[config.mk]
export PLATFORM = sky130hd
export DESIGN_NAME = pipe_hazard_ctrl_flat
export DESIGN_NICKNAME = d
export VERILOG_FILES = /design/src/rtl/pipe_hazard_ctrl_if.sv /design/src/rtl/pipe_hazard_ctrl.sv /design/src/flat_wrapper.sv
export SDC_FILE = /design/constraint.sdc
export NUM_CORES = 1
export LEC_CHECK = 0
export ABC_AREA = 0
export CORE_AREA = 2 2 53 75
export DETAILED_ROUTE_END_ITERATION = 7
export DIE_AREA = 0 0 55 77
export HOLD_SLACK_MARGIN = 0.02
export PLACE_DENSITY = 0.88
export SETUP_SLACK_MARGIN = 0.05
export SYNTH_ARGS = -nofsm -noshare
export SYNTH_HDL_FRONTEND = slang
export SYNTH_SLANG_ARGS = --single-unit
[constraint.sdc]
create_clock -name clk -period 1.3 [get_ports clk]
set_clock_uncertainty 0.1 [all_clocks]
set_input_delay 0.13 -clock clk [delete_from_list [all_inputs] [get_ports clk]]
set_output_delay 0.13 -clock clk [all_outputs]
set_load 0.1 [all_outputs]
[src/rtl/pipe_hazard_ctrl_if.sv]
// Signal bundle between the pipeline datapath and pipe_hazard_ctrl.
// StallCount is present only when HAZ_PERF_CNT_EN is defined.
interface pipe_hazard_ctrl_if;
    logic [4:0]  RegisterRsD;
    logic [4:0]  RegisterRtD;
    logic [4:0]  RegisterRsE;
    logic [4:0]  RegisterRtE;
    logic [4:0]  WriteRegE;
    logic [4:0]  WriteRegM;
    logic [4:0]  WriteRegW;
    logic        RegWriteE;
    logic        RegWriteM;
    logic        RegWriteW;
    logic        MemtoRegE;
    logic        MemtoRegM;
    logic        BranchD;
    logic        PCSrcD;
    logic        MdStartD;
    logic        MdStartE;
    logic        HiLoReadD;
    logic        StallF;
    logic        StallD;
    logic        FlushD;
    logic        FlushE;
    logic [1:0]  ForwardAE;
    logic [1:0]  ForwardBE;
    logic        ForwardAD;
    logic        ForwardBD;
    logic        MdBusy;
    logic        MdDone;
    logic        MdOverlap;
    logic        MdStateDbg;
`ifdef HAZ_PERF_CNT_EN
    logic [31:0] StallCount;
`endif

    modport master (
`ifdef HAZ_PERF_CNT_EN
        input  StallCount,
`endif
        output RegisterRsD, RegisterRtD, RegisterRsE, RegisterRtE,
        output WriteRegE, WriteRegM, WriteRegW,
        output RegWriteE, RegWriteM, RegWriteW, MemtoRegE, MemtoRegM,
        output BranchD, PCSrcD, MdStartD, MdStartE, HiLoReadD,
        input  StallF, StallD, FlushD, FlushE,
        input  ForwardAE, ForwardBE, ForwardAD, ForwardBD,
        input  MdBusy, MdDone, MdOverlap, MdStateDbg
    );

    modport slave (
`ifdef HAZ_PERF_CNT_EN
        output StallCount,
`endif
        input  RegisterRsD, RegisterRtD, RegisterRsE, RegisterRtE,
        input  WriteRegE, WriteRegM, WriteRegW,
        input  RegWriteE, RegWriteM, RegWriteW, MemtoRegE, MemtoRegM,
        input  BranchD, PCSrcD, MdStartD, MdStartE, HiLoReadD,
        output StallF, StallD, FlushD, FlushE,
        output ForwardAE, ForwardBE, ForwardAD, ForwardBD,
        output MdBusy, MdDone, MdOverlap, MdStateDbg
    );
endinterface

[src/rtl/pipe_hazard_ctrl.sv]
// Stall/flush/forward control for the 5-stage pipeline plus the mult/div busy sequencer.
// Defining HAZ_PERF_CNT_EN adds a saturating 32-bit stall-cycle counter (StallCount).
module pipe_hazard_ctrl #(
    parameter int MD_LATENCY = 32
) (
    input logic               clk,
    input logic               rst,
    pipe_hazard_ctrl_if.slave hz
);
    typedef enum logic {IDLE, BUSY} md_state_t;

    localparam logic [7:0] MD_LOAD = 8'(MD_LATENCY);

    md_state_t  state;
    logic [7:0] md_cnt;
    logic       md_busy;
    logic       md_done;
    logic       md_overlap;

    logic m_fwd_ok;
    logic w_fwd_ok;
    logic lwstall;
    logic branchstall;
    logic mdstall;
    logic stall;

    assign m_fwd_ok = hz.RegWriteM && (hz.WriteRegM != 5'd0);
    assign w_fwd_ok = hz.RegWriteW && (hz.WriteRegW != 5'd0);

    always_comb begin
        hz.ForwardAE = 2'b00;
        if (m_fwd_ok && hz.WriteRegM == hz.RegisterRsE)
            hz.ForwardAE = 2'b10;
        else if (w_fwd_ok && hz.WriteRegW == hz.RegisterRsE)
            hz.ForwardAE = 2'b01;
    end

    always_comb begin
        hz.ForwardBE = 2'b00;
        if (m_fwd_ok && hz.WriteRegM == hz.RegisterRtE)
            hz.ForwardBE = 2'b10;
        else if (w_fwd_ok && hz.WriteRegW == hz.RegisterRtE)
            hz.ForwardBE = 2'b01;
    end

    assign hz.ForwardAD = m_fwd_ok && (hz.WriteRegM == hz.RegisterRsD);
    assign hz.ForwardBD = m_fwd_ok && (hz.WriteRegM == hz.RegisterRtD);

    assign lwstall = hz.MemtoRegE && (hz.RegisterRtE != 5'd0) &&
                     ((hz.RegisterRtE == hz.RegisterRsD) || (hz.RegisterRtE == hz.RegisterRtD));

    // The branch comparator lives in D, so any producer still in E, or a load in M, must drain first.
    assign branchstall = hz.BranchD && (
        (hz.RegWriteE && (hz.WriteRegE != 5'd0) &&
         ((hz.WriteRegE == hz.RegisterRsD) || (hz.WriteRegE == hz.RegisterRtD))) ||
        (hz.MemtoRegM && (hz.WriteRegM != 5'd0) &&
         ((hz.WriteRegM == hz.RegisterRsD) || (hz.WriteRegM == hz.RegisterRtD))));

    assign mdstall = md_busy && (hz.HiLoReadD || hz.MdStartD);
    assign stall   = lwstall || branchstall || mdstall;

    assign hz.StallF = stall;
    assign hz.StallD = stall;
    assign hz.FlushE = stall;
    assign hz.FlushD = hz.PCSrcD && !stall;

    // Counter is loaded with the latency and the busy period ends on the edge where it reads 1.
    always_ff @(posedge clk or negedge rst) begin
        if (!rst) begin
            state      <= IDLE;
            md_cnt     <= 8'd0;
            md_busy    <= 1'b0;
            md_done    <= 1'b0;
            md_overlap <= 1'b0;
        end else begin
            md_done <= 1'b0;
            case (state)
                IDLE: begin
                    if (hz.MdStartE) begin
                        state   <= BUSY;
                        md_cnt  <= MD_LOAD;
                        md_busy <= 1'b1;
                    end
                end
                BUSY: begin
                    md_cnt <= md_cnt - 8'd1;
                    if (hz.MdStartE)
                        md_overlap <= 1'b1;
                    if (md_cnt == 8'd1) begin
                        state   <= IDLE;
                        md_busy <= 1'b0;
                        md_done <= 1'b1;
                    end
                end
                default: begin
                    state   <= IDLE;
                    md_busy <= 1'b0;
                end
            endcase
        end
    end

    assign hz.MdBusy     = md_busy;
    assign hz.MdDone     = md_done;
    assign hz.MdOverlap  = md_overlap;
    assign hz.MdStateDbg = (state == BUSY);

`ifdef HAZ_PERF_CNT_EN
    logic [31:0] stall_cnt;

    always_ff @(posedge clk or negedge rst) begin
        if (!rst)
            stall_cnt <= 32'd0;
        else if (stall && stall_cnt != 32'hFFFF_FFFF)
            stall_cnt <= stall_cnt + 32'd1;
    end

    assign hz.StallCount = stall_cnt;
`endif
endmodule

[src/flat_wrapper.sv]
// flat-port wrapper written by rule: the top's interface ports become plain ports
module pipe_hazard_ctrl_flat 
#(
    parameter int MD_LATENCY = 32
)
  (clk, rst, hz_RegisterRsD, hz_RegisterRtD, hz_RegisterRsE, hz_RegisterRtE, hz_WriteRegE, hz_WriteRegM, hz_WriteRegW, hz_RegWriteE, hz_RegWriteM, hz_RegWriteW, hz_MemtoRegE, hz_MemtoRegM, hz_BranchD, hz_PCSrcD, hz_MdStartD, hz_MdStartE, hz_HiLoReadD, hz_StallF, hz_StallD, hz_FlushD, hz_FlushE, hz_ForwardAE, hz_ForwardBE, hz_ForwardAD, hz_ForwardBD, hz_MdBusy, hz_MdDone, hz_MdOverlap, hz_MdStateDbg);
  pipe_hazard_ctrl_if hz_i ();
  input logic clk;
  input logic rst;
  input wire logic [$bits(hz_i.RegisterRsD)-1:0] hz_RegisterRsD;
  input wire logic [$bits(hz_i.RegisterRtD)-1:0] hz_RegisterRtD;
  input wire logic [$bits(hz_i.RegisterRsE)-1:0] hz_RegisterRsE;
  input wire logic [$bits(hz_i.RegisterRtE)-1:0] hz_RegisterRtE;
  input wire logic [$bits(hz_i.WriteRegE)-1:0] hz_WriteRegE;
  input wire logic [$bits(hz_i.WriteRegM)-1:0] hz_WriteRegM;
  input wire logic [$bits(hz_i.WriteRegW)-1:0] hz_WriteRegW;
  input wire logic [$bits(hz_i.RegWriteE)-1:0] hz_RegWriteE;
  input wire logic [$bits(hz_i.RegWriteM)-1:0] hz_RegWriteM;
  input wire logic [$bits(hz_i.RegWriteW)-1:0] hz_RegWriteW;
  input wire logic [$bits(hz_i.MemtoRegE)-1:0] hz_MemtoRegE;
  input wire logic [$bits(hz_i.MemtoRegM)-1:0] hz_MemtoRegM;
  input wire logic [$bits(hz_i.BranchD)-1:0] hz_BranchD;
  input wire logic [$bits(hz_i.PCSrcD)-1:0] hz_PCSrcD;
  input wire logic [$bits(hz_i.MdStartD)-1:0] hz_MdStartD;
  input wire logic [$bits(hz_i.MdStartE)-1:0] hz_MdStartE;
  input wire logic [$bits(hz_i.HiLoReadD)-1:0] hz_HiLoReadD;
  output wire logic [$bits(hz_i.StallF)-1:0] hz_StallF;
  output wire logic [$bits(hz_i.StallD)-1:0] hz_StallD;
  output wire logic [$bits(hz_i.FlushD)-1:0] hz_FlushD;
  output wire logic [$bits(hz_i.FlushE)-1:0] hz_FlushE;
  output wire logic [$bits(hz_i.ForwardAE)-1:0] hz_ForwardAE;
  output wire logic [$bits(hz_i.ForwardBE)-1:0] hz_ForwardBE;
  output wire logic [$bits(hz_i.ForwardAD)-1:0] hz_ForwardAD;
  output wire logic [$bits(hz_i.ForwardBD)-1:0] hz_ForwardBD;
  output wire logic [$bits(hz_i.MdBusy)-1:0] hz_MdBusy;
  output wire logic [$bits(hz_i.MdDone)-1:0] hz_MdDone;
  output wire logic [$bits(hz_i.MdOverlap)-1:0] hz_MdOverlap;
  output wire logic [$bits(hz_i.MdStateDbg)-1:0] hz_MdStateDbg;
  assign hz_i.RegisterRsD = hz_RegisterRsD;
  assign hz_i.RegisterRtD = hz_RegisterRtD;
  assign hz_i.RegisterRsE = hz_RegisterRsE;
  assign hz_i.RegisterRtE = hz_RegisterRtE;
  assign hz_i.WriteRegE = hz_WriteRegE;
  assign hz_i.WriteRegM = hz_WriteRegM;
  assign hz_i.WriteRegW = hz_WriteRegW;
  assign hz_i.RegWriteE = hz_RegWriteE;
  assign hz_i.RegWriteM = hz_RegWriteM;
  assign hz_i.RegWriteW = hz_RegWriteW;
  assign hz_i.MemtoRegE = hz_MemtoRegE;
  assign hz_i.MemtoRegM = hz_MemtoRegM;
  assign hz_i.BranchD = hz_BranchD;
  assign hz_i.PCSrcD = hz_PCSrcD;
  assign hz_i.MdStartD = hz_MdStartD;
  assign hz_i.MdStartE = hz_MdStartE;
  assign hz_i.HiLoReadD = hz_HiLoReadD;
  assign hz_StallF = hz_i.StallF;
  assign hz_StallD = hz_i.StallD;
  assign hz_FlushD = hz_i.FlushD;
  assign hz_FlushE = hz_i.FlushE;
  assign hz_ForwardAE = hz_i.ForwardAE;
  assign hz_ForwardBE = hz_i.ForwardBE;
  assign hz_ForwardAD = hz_i.ForwardAD;
  assign hz_ForwardBD = hz_i.ForwardBD;
  assign hz_MdBusy = hz_i.MdBusy;
  assign hz_MdDone = hz_i.MdDone;
  assign hz_MdOverlap = hz_i.MdOverlap;
  assign hz_MdStateDbg = hz_i.MdStateDbg;
  pipe_hazard_ctrl #(.MD_LATENCY(MD_LATENCY)) u_core (.clk(clk), .rst(rst), .hz(hz_i));
endmodule
==> flow_summary_export.csv <==
group,metric,value,unit
run_status,status,"finished with violations",
run_status,violations,"negative setup slack",
drt,drtPass1Iterations,4,
clock_tree,h-tree-depth,1,
yosys,synth.avg_cell_area,8.339,um2
drt,drc,0,
timing,setup_ws,-0.6506,ns
global_routing,first_global_vias,1978,
yosys,synth_top_family_by_area,"XOR/XNOR gates",
yosys,syn-num-nets,207,
final_layout,final_area,3144,um2
final_layout,diodes,0,
yosys,synthXorXnorAreaFrac,33.24,%
floorplan,io_pins,61,
global_routing,gr-total-overflow,0,
global_routing,grt_max_degree,9,
pwr,p_sw,1.914,mW
yosys,synthDistinctLibCells,30,
yosys,synthMuxAreaShare,0,%
drt,routed_wirelength,7603,um
drt,via_per_inst,5.731,
place,dp_slack,-0.9056,ns
clock_tree,max-clock-path-buffers,2,
final_layout,fillCellCount,142,
timing,maxSlewViolCount,0,
yosys,yosys.area_share.simple,24.22,%
pwr,p_sw_share,47.31,%
floorplan,coreArea,3578,um2
global_routing,grt_pass1_wl,9080,um
floorplan,start_util,36.82,%
pwr,powerDensity,1286,nW/um2
global_routing,grt.total_usage,29.05,%
setup_path,slowest_delay,0.31,ns
drt,wl_met2,4030,um
yosys,synth_compound_area_share,10.73,%
clock_tree,postCtsHoldBufs,0,
pwr,power.share.combinational,73.7,%
clock_tree,cts_buffers,3,
drt,routedWlPerCell,23.47,um
final_layout,syn2layout_area_growth,138.7,%
timing,tightest_slew,0.3818,ns
final_layout,layout.nets,332,
yosys,yosysWarnings,0,
place,portBuffers,60,
yosys,seq_area_frac_synth,22.79,%
drt,drtIter0Drc,52,
timing,rsz0062_at_grt,"yes",
yosys,synth_cells,158,
pwr,peakVddDrop,1871,uV
setup_path,cp.required,1.07,ns
clock_tree,tritoncts,"built",
setup_path,path_class,"in2out",
place,dpl-instance-area,2554,um2
global_routing,antenna_found_initial,0,
setup_path,crit_slowest_cell,"nor3_2",
yosys,synthFlopType,"dfrtp_1",
setup_path,start_kind,"input pin",
min_path,hold_path.class,"in2async",
pwr,p_seq_share,17.4,%
setup_path,path_common_cell,"buf_6",
clock_tree,clock-sinks,12,
final_layout,drive_gt1_share,66.67,%
floorplan,die_h,77,um
clock_tree,clockRootBuffer,"clkbuf_8",
timing,slew_headroom,74.35,%
timing,finalSetupViolations,18,
clock_tree,clk_pin_slew_worst_paths,0.05,ns
setup_path,path_max_fanout,3,
place,place_hpwl,3606,um
floorplan,dieArea,4235,um2
drt,drtAntennaViolNets,0,
setup_path,path_cells,"buf_6 -> buf_6 -> buf_6 -> xnor2_2 -> nand3_1 -> nor3_2 -> o221ai_4 -> nand4b_1 -> buf_6 -> buf_12",
drt,wl_met1,2549,um
final_layout,final_common_cell,"buf_4",
clock_tree,clk_latency,0.25,ns
drt,routed.top_layer,"met4",
drt,wl_met3,495,um
yosys,synthAdderAreaFrac,1.899,%
final_layout,fin_util,87.87,%
pwr,p_int,2.131,mW
pwr,power.leakage,1.368,nW
timing,min_period,1.951,ns
yosys,syn_area,1318,um2
final_layout,final_cell_mix,"buf_4, buf_6, xor2_1",
floorplan,rows,26,
pwr,clkPwrFrac,8.9,%
floorplan,fp.dieW,55,um
drt,num_vias,1857,
setup_path,crit_path_end_kind,"primary output",
yosys,synth-edff-count,0,
setup_path,arrival,1.72,ns
timing,fmax,512.7,MHz
yosys,synthArstFlopShare,100.0,%
timing,period_share,150.0,%
flow_run,drv_cap,0,
timing,finalHoldViolCount,0,
place,gp_congestion,0.8455,
yosys,synth_seq_cells,12,
==> cell families after synthesis <==
kind of cell    Yosys count
compound gates           22
flops                    12
buf+inv                  16
simple gates             56
xor+xnor                 50
fa+ha+maj                 2
==> cells in the mapped netlist (2+ instances only) <==
master	count	area [um2]
a21o_1	2	15.01
nand2_1	12	45.04
nor3_1	7	35.03
nor2_1	11	41.29
o31a_1	2	17.52
and4b_1	2	20.02
buf_6	2	22.52
xnor2_1	26	227.7
dfrtp_1	12	300.3
buf_2	9	45.04
inv_1	2	7.510
nor4_2	4	50.05
xor2_1	24	210.2
o21ai_0	7	35.03
o21ai_1	2	10.01
o22ai_1	2	12.51
or4_1	5	37.54
buf_4	2	15.01
a21oi_1	4	20.02
nand3_1	10	50.05
ha_1	2	25.02
==> sequential cells by signal, summed over array words and instances (netlist names) <==
| signal | count |
|---|---|
| u_core.md_cnt | 8 |
| u_core.hz.MdOverlap | 1 |
| u_core.hz.MdDone | 1 |
| u_core.hz.MdBusy | 1 |
| u_core.hz.MdStateDbg | 1 |
==> critical path, delay by kind of cell <==
family,cells,cell delay (ns)
AOI/OAI and AO/OA,1,0.17
xor gates and xnor gates,1,0.13
and+or+nand+nor,3,0.62
buffers and inverters,5,0.66
==> power by group through the flow <==
stage	clock, mW	sequential, mW	combinational, mW
after floorplan	0	0.824	1.16
after global placement	0	0.643	2.21
after detailed placement	0	0.649	2.29
after CTS	0.364	0.655	2.55
after global routing	0.384	0.711	3.10
final	0.361	0.705	2.98
==> final timing paths <==
check	from	to	slack, ns	cells after the start
worst max-delay path	hz_RegisterRtE[4]	hz_StallD	-0.65	10
min in group clk	u_core.md_cnt[7]$_DFFE_PN0P_	u_core.md_cnt[7]$_DFFE_PN0P_	0.39	1
worst min register to register	u_core.md_cnt[7]$_DFFE_PN0P_	u_core.md_cnt[7]$_DFFE_PN0P_	0.39	1
worst min-delay path	rst	u_core.md_cnt[5]$_DFFE_PN0P_	0.02	1
max in group asynchronous	rst	u_core.md_cnt[0]$_DFFE_PN0P_	0.66	2
worst max register to register	u_core.md_cnt[0]$_DFFE_PN0P_	u_core.md_cnt[7]$_DFFE_PN0P_	-0.23	5
==> area by class of cell <==
| cell class | instances | area (um2) | share of cell area (%) |
|---|---|---|---|
| well taps | 42 | 52.55 | 1.671 |
| clock buffers | 4 | 45.04 | 1.433 |
| inverters | 3 | 23.77 | 0.7561 |
| flip-flops and latches | 12 | 305.3 | 9.710 |
| multi-input cells | 130 | 1355 | 43.10 |
| repair buffers | 133 | 1363 | 43.33 |
==> stage by stage <==
step | cells | power [mW] | TNS (ns) | hold WS, ns
floorplan | 158 | 1.982 | -8.706 | -0.2656
global placement | 297 | 2.849 | -7.689 | 0.2774
detailed placement | 297 | 2.943 | -8.151 | 0.2901
CTS | 316 | 3.570 | -4.140 | 0.02674
global route | 324 | 4.191 | -5.905 | 0.04089
finish | 324 | 4.045 | -5.350 | 0.02465
==> per-layer routing <==
| layer | vias to the layer above | global-route usage [%] |
|---|---|---|
| li1 | 784 | - |
| met1 | 903 | 28.50 |
| met2 | 120 | 54.64 |
| met3 | 50 | 4.086 |
| met4 | 0 | 13.66 |
| met5 | - | 0 |
==> timing repair <==
item | in CTS | in global routing
buffers inserted | 24 | 11
endpoints found under the setup margin | 19 | 21
cloned | 0 | 0
pin swaps | 44 | 45
gates resized for setup | 145 | 92
Note: power is estimated with default switching activity, not from simulation.
